<file path="config.mk">
export PLATFORM = sky130hd
export DESIGN_NAME = serial_adder_flat
export DESIGN_NICKNAME = d
export VERILOG_FILES = /design/src/rtl/serial_adder_if.sv /design/src/rtl/serial_adder.sv /design/src/flat_wrapper.sv
export SDC_FILE = /design/constraint.sdc
export NUM_CORES = 1
export LEC_CHECK = 0
export CELL_PAD_IN_SITES_DETAIL_PLACEMENT = 1
export CELL_PAD_IN_SITES_GLOBAL_PLACEMENT = 1
export CORE_AREA = 2 2 68 70
export CTS_BUF_LIST = sky130_fd_sc_hd__clkbuf_8
export DETAILED_ROUTE_END_ITERATION = 12
export DIE_AREA = 0 0 70 72
export HOLD_SLACK_MARGIN = 0.08
export PLACE_DENSITY = 0.86
export SLEW_MARGIN = 5
export SYNTH_ARGS = -nofsm -noshare
export SYNTH_HDL_FRONTEND = slang
export SYNTH_SLANG_ARGS = --single-unit
</file>
<file path="constraint.sdc">
create_clock -name clk -period 2 [get_ports clk]
set_clock_uncertainty 0.1 [all_clocks]
set_input_delay 0.6 -clock clk [delete_from_list [all_inputs] [get_ports clk]]
set_output_delay 0.6 -clock clk [all_outputs]
set_load 0.1 [all_outputs]
</file>
<file path="src/rtl/serial_adder_if.sv">
// rtl/serial_adder_if.sv - operation request/result bundle for serial_adder
//
// Purpose: groups the operand request and result signals of serial_adder.
// Ports (signals):
//   start, sub, cin, a[WIDTH], b[WIDTH]   request side, driven by the master
//   busy, done, cout, ovf, sum[WIDTH]     result side, driven by the adder
// Modports: master (requester), slave (the adder).
interface serial_adder_if #(
  parameter int WIDTH = 8
);
  logic             start;
  logic             sub;
  logic             cin;
  logic [WIDTH-1:0] a;
  logic [WIDTH-1:0] b;
  logic             busy;
  logic             done;
  logic             cout;
  logic             ovf;
  logic [WIDTH-1:0] sum;

  modport master (
    output start, sub, cin, a, b,
    input  busy, done, cout, ovf, sum
  );

  modport slave (
    input  start, sub, cin, a, b,
    output busy, done, cout, ovf, sum
  );
endinterface

</file>
<file path="src/rtl/serial_adder.sv">
// rtl/serial_adder.sv - multi-cycle two's-complement adder/subtractor
//
// Purpose: adds or subtracts two WIDTH-bit operands BITS_PER_CYCLE bits per
// clock through a slice of ripple-connected full-adder cells and a registered
// carry, LSB slice first.
// Ports:
//   clk    rising-edge clock
//   rst_n  asynchronous active-low reset
//   bus    serial_adder_if.slave: start/sub/cin/a/b in, busy/done/sum/cout/ovf out
module serial_adder #(
  parameter int WIDTH          = 8,
  parameter int BITS_PER_CYCLE = 1
) (
  input  logic           clk,
  input  logic           rst_n,
  serial_adder_if.slave  bus
);

  localparam int BPC = BITS_PER_CYCLE;
  localparam int S   = WIDTH / BPC;
  localparam int CW  = $clog2(S + 1);

  typedef enum logic {
    IDLE = 1'b0,
    RUN  = 1'b1
  } state_t;

  state_t state, state_next;

  logic [WIDTH-1:0] a_sr;
  logic [WIDTH-1:0] b_sr;
  logic [WIDTH-1:0] res;
  logic [WIDTH-1:0] res_next;
  logic [WIDTH-1:0] sum_q;
  logic             carry;
  logic             done_q;
  logic             cout_q;
  logic             ovf_q;
  logic [CW-1:0]    cnt;

  logic             load;
  logic             step;
  logic             last;

  logic [BPC-1:0]   slice_sum;
  logic [BPC:0]     ch;

  // Ripple the registered carry through the slice; ch[k] is the carry into cell k.
  always_comb begin
    ch        = '0;
    slice_sum = '0;
    ch[0]     = carry;
    for (int k = 0; k < BPC; k++) begin
      slice_sum[k] = a_sr[k] ^ b_sr[k] ^ ch[k];
      ch[k+1]      = (a_sr[k] & b_sr[k]) | (ch[k] & (a_sr[k] ^ b_sr[k]));
    end
  end

  // Slice results enter from the top so after S steps the LSB slice sits at bit 0.
  generate
    if (BPC == WIDTH) begin : g_full_slice
      assign res_next = slice_sum;
    end else begin : g_part_slice
      assign res_next = {slice_sum, res[WIDTH-1:BPC]};
    end
  endgenerate

  always_ff @(posedge clk or negedge rst_n) begin
    if (!rst_n) begin
      state <= IDLE;
    end else begin
      state <= state_next;
    end
  end

  always_comb begin
    state_next = state;
    load       = 1'b0;
    step       = 1'b0;
    last       = 1'b0;
    case (state)
      IDLE: begin
        if (bus.start) begin
          load       = 1'b1;
          state_next = RUN;
        end
      end
      RUN: begin
        step = 1'b1;
        if (cnt == CW'(S - 1)) begin
          last       = 1'b1;
          state_next = IDLE;
        end
      end
      default: state_next = IDLE;
    endcase
  end

  always_ff @(posedge clk or negedge rst_n) begin
    if (!rst_n) begin
      a_sr   <= '0;
      b_sr   <= '0;
      res    <= '0;
      sum_q  <= '0;
      carry  <= 1'b0;
      cnt    <= '0;
      done_q <= 1'b0;
      cout_q <= 1'b0;
      ovf_q  <= 1'b0;
    end else begin
      done_q <= last;
      if (load) begin
        // Subtraction is a + ~b + ~cin: invert B and the carry-in once at capture.
        a_sr  <= bus.a;
        b_sr  <= bus.b ^ {WIDTH{bus.sub}};
        carry <= bus.cin ^ bus.sub;
        cnt   <= '0;
      end else if (step) begin
        a_sr  <= a_sr >> BPC;
        b_sr  <= b_sr >> BPC;
        carry <= ch[BPC];
        res   <= res_next;
        cnt   <= cnt + CW'(1);
        if (last) begin
          // On the last slice ch[BPC-1] is the carry into the MSB cell.
          sum_q  <= res_next;
          cout_q <= ch[BPC];
          ovf_q  <= ch[BPC-1] ^ ch[BPC];
        end
      end
    end
  end

  assign bus.busy = (state == RUN);
  assign bus.done = done_q;
  assign bus.sum  = sum_q;
  assign bus.cout = cout_q;
  assign bus.ovf  = ovf_q;

endmodule

</file>
<file path="src/flat_wrapper.sv">
// flat-port wrapper written by rule: the top's interface ports become plain ports
module serial_adder_flat 
#(
  parameter int WIDTH          = 8,
  parameter int BITS_PER_CYCLE = 1
)
  (clk, rst_n, bus_start, bus_sub, bus_cin, bus_a, bus_b, bus_busy, bus_done, bus_cout, bus_ovf, bus_sum);
  serial_adder_if #(.WIDTH(WIDTH)) bus_i ();
  input  logic clk;
  input  logic rst_n;
  input wire logic [$bits(bus_i.start)-1:0] bus_start;
  input wire logic [$bits(bus_i.sub)-1:0] bus_sub;
  input wire logic [$bits(bus_i.cin)-1:0] bus_cin;
  input wire logic [$bits(bus_i.a)-1:0] bus_a;
  input wire logic [$bits(bus_i.b)-1:0] bus_b;
  output wire logic [$bits(bus_i.busy)-1:0] bus_busy;
  output wire logic [$bits(bus_i.done)-1:0] bus_done;
  output wire logic [$bits(bus_i.cout)-1:0] bus_cout;
  output wire logic [$bits(bus_i.ovf)-1:0] bus_ovf;
  output wire logic [$bits(bus_i.sum)-1:0] bus_sum;
  assign bus_i.start = bus_start;
  assign bus_i.sub = bus_sub;
  assign bus_i.cin = bus_cin;
  assign bus_i.a = bus_a;
  assign bus_i.b = bus_b;
  assign bus_busy = bus_i.busy;
  assign bus_done = bus_i.done;
  assign bus_cout = bus_i.cout;
  assign bus_ovf = bus_i.ovf;
  assign bus_sum = bus_i.sum;
  serial_adder #(.WIDTH(WIDTH), .BITS_PER_CYCLE(BITS_PER_CYCLE)) u_core (.clk(clk), .rst_n(rst_n), .bus(bus_i));
endmodule
</file>
==> results.ini <==
[sta]
worst_pin_slew_ps=509
finalHoldViolCount=0
finalWorstSetupSlack_ps=233
slew_headroom_pct=66.1
max_freq_mhz=566
finalSetupViolations=0
finalCritPeriodShare_pct=88.3
post-route-min-period_ps=1770
rsz0062_at_grt=false
slew_violations=0
finalSetupTns_ps=0

[clocking]
h-tree-depth=2
cts_tree=done
post_cts_buffers=0
clk_latency_ps=290
cts_buffers=5
cts_num_sinks=40
cts_root_buffer=clkbuf_8
hold_buffers=0
clock_path_buffers=2
clk_pin_slew_ps=80
cts_resized=0

[yosys]
synthSimpleGateAreaFrac_pct=8.26
synth_edf_count=0
ys_types=25
synthMuxAreaShare_pct=16.7
synth_warnings=0
syn_inst=142
synthFlopType=dfrtp_1
avgSynthCellArea_um2=12.6
synthAdderAreaFrac_pct=1.82
synth_compound_area_share_pct=8.75
async_reset_ff_share_pct=100
synth_top_family_by_area=multiplexers
syn-cell-area_um2=1790
synth_xor_area_share_pct=4.90
synth-seq-area-share_pct=56.0
ys_ff_latch=40
synth_fp_nets=165

[floorplan]
start_util_pct=41.9
dieArea_um2=5040
core-area_um2=4260
rows=24
chipWidth_um=70
ios=33
die-height_um=72

[flow_run]
cap_violations=0

[drt]
ant_nets=0
drt_iter0_drc=44
drc=0
avgRoutedWirePerCell_um=15.9
vias=1187
wl_mm=3.72
via_per_inst=5.07
firstDrtPassIters=4

[finish]
final_nets=204
drive_above_1_share_pct=26.4
syn_to_final_growth_pct=35.7
fin_cells=234
diodes=0

[global_routing]
grt_remaining_overflow=0
grt_max_degree=41
track_usage_pct=15.8
grt_pass1_wl_mm=6.12
antenna_found_initial=0
grt_pass1_vias=1272

[worst_setup_path]
critPathSlowestCell=dfrtp_1
r2r-end=u_core.b_sr[0]
r2r_setup_slack_ps=360
path_class=flop to output pin
crit_buf_inv=1
cp_data_required_time_ps=1300
path_cells=buf_12
max_stage_delay_ps=550
crit-reg2reg-launch=u_core.bus.busy
reg2regPathDepth=3
cp-startpoint=u_core.bus.busy
critPathTopFamily=flip-flops
end_kind=output pin
cp_max_fo=6
critPathLaunchType=flop
arrival_ps=1070

[status]
status=complete, no violations

[place]
pre_cts_slack_ps=45.4
dp.cells=226
port_buffers=32
place.detailed.hpwl_mm=2.76
gp_congestion=0.738

[pwr]
power.density_nw_per_um2=1750
ir_drop_mv=0.522
p_leak_nw=1.10

[hold_path]
min_path_type=input port to asynchronous set/reset pin

==> cells in the final DEF (no fill, tap or decap), types with 4 or more instances in the layout <==
cell             count
clkbuf_8             7
o21ai_0             16
buf_4                9
a21oi_1              9
mux2i_1              8
nor2_1               4
dfrtp_1             40
nand2_1              9
buf_12              12
nor3b_1              6
mux2_4               7
xnor2_1             10
clkdlybuf4s50_1     19
mux2_2              10
==> layout make-up <==
cell class                      count  area, µm²
Tap cell                           52       65.1
Multi-Input combinational cell     91        722
Clock inverter                      1       30.0
Clock buffer                        7       96.3
Inverter                            2       7.51
Fill cell                         432       1840
Timing Repair Buffer               41        503
Sequential cell                    40       1000
==> worst reg2reg max path, delay by kind of cell, from the launching register on <==
kind,cells,cell delay [ps]
DFF,1,550
and+or+nand+nor,1,340
buffers and inverters,1,300
AOI/OAI and AO/OA,1,200
==> worst max path at each step <==
| stage | endpoint | slack [ps] | cells after the start |
|---|---|---|---|
| global route | bus_busy | 200 | 1 |
| detailed placement | u_core.b_sr[5] | 50 | 5 |
| finish | bus_busy | 230 | 1 |
| floorplan | u_core.bus.sum[0] | 10 | 4 |
| CTS | bus_busy | 230 | 1 |
| global placement | u_core.b_sr[2] | 150 | 5 |
==> layer usage <==
layer	share of wire [%]	global-route usage [%]	up-vias
met5	0	0	-
met4	0.94	4.91	0
met3	5.0	4.44	4
met2	55	30.3	35
met1	40	17.0	577
li1	-	-	571
==> per-stage QoR <==
stage	hold WS [ps]	area (µm²)	util, %	total power, mW
3_5_place_dp	384	2300	53.9	3.55
4_1_cts	282	2420	56.9	4.28
3_3_place_gp	360	2300	53.9	3.43
2_1_floorplan	204	1790	-	2.79
6_report	262	2420	56.9	4.23
5_1_grt	303	2420	56.9	4.45
==> sequential cells by signal, indices dropped and copies added (netlist names) <==
register / count
u_core.carry: 1
u_core.bus.sum: 8
u_core.bus.done: 1
u_core.bus.busy: 1
u_core.bus.ovf: 1
u_core.res: 7
u_core.b_sr: 8
u_core.a_sr: 8
u_core.cnt: 4
u_core.bus.cout: 1
==> power by group <==
| group | switching [mW] | leakage [nW] | total, mW | internal (mW) |
|---|---|---|---|---|
| clock network | 0.275 | 0.0645 | 0.715 | 0.440 |
| logic | 1.18 | 0.521 | 2.07 | 0.890 |
| registers | 0.307 | 0.516 | 1.45 | 1.14 |
| total | 1.76 | 1.10 | 4.23 | 2.47 |
==> cells by family after synthesis <==
logic type               count (synthesis)
AO/OA/AOI/OAI                           29
XOR/XNOR                                10
adder cells (fa/ha/maj)                  2
buffers and inverters                   11
flip-flops                              40
multiplexers                            25
AND/OR/NAND/NOR                         25
==> cell usage after synthesis (2+ instances only) <==
cell	count	share of area (%)
nand4_1	2	0.70
nor2_1	4	0.84
mux2i_1	8	4.5
dfrtp_1	40	56
xnor2_1	10	4.9
nand2_1	9	1.9
inv_1	2	0.42
nor3b_1	6	2.5
clkbuf_1	2	0.42
buf_2	3	0.84
o21ai_0	16	4.5
mux2_4	7	5.9
mux2_2	10	6.3
buf_4	3	1.3
a22oi_1	2	0.84
a21oi_1	9	2.5
No activity file was read; power rests on OpenSTA's default activity.
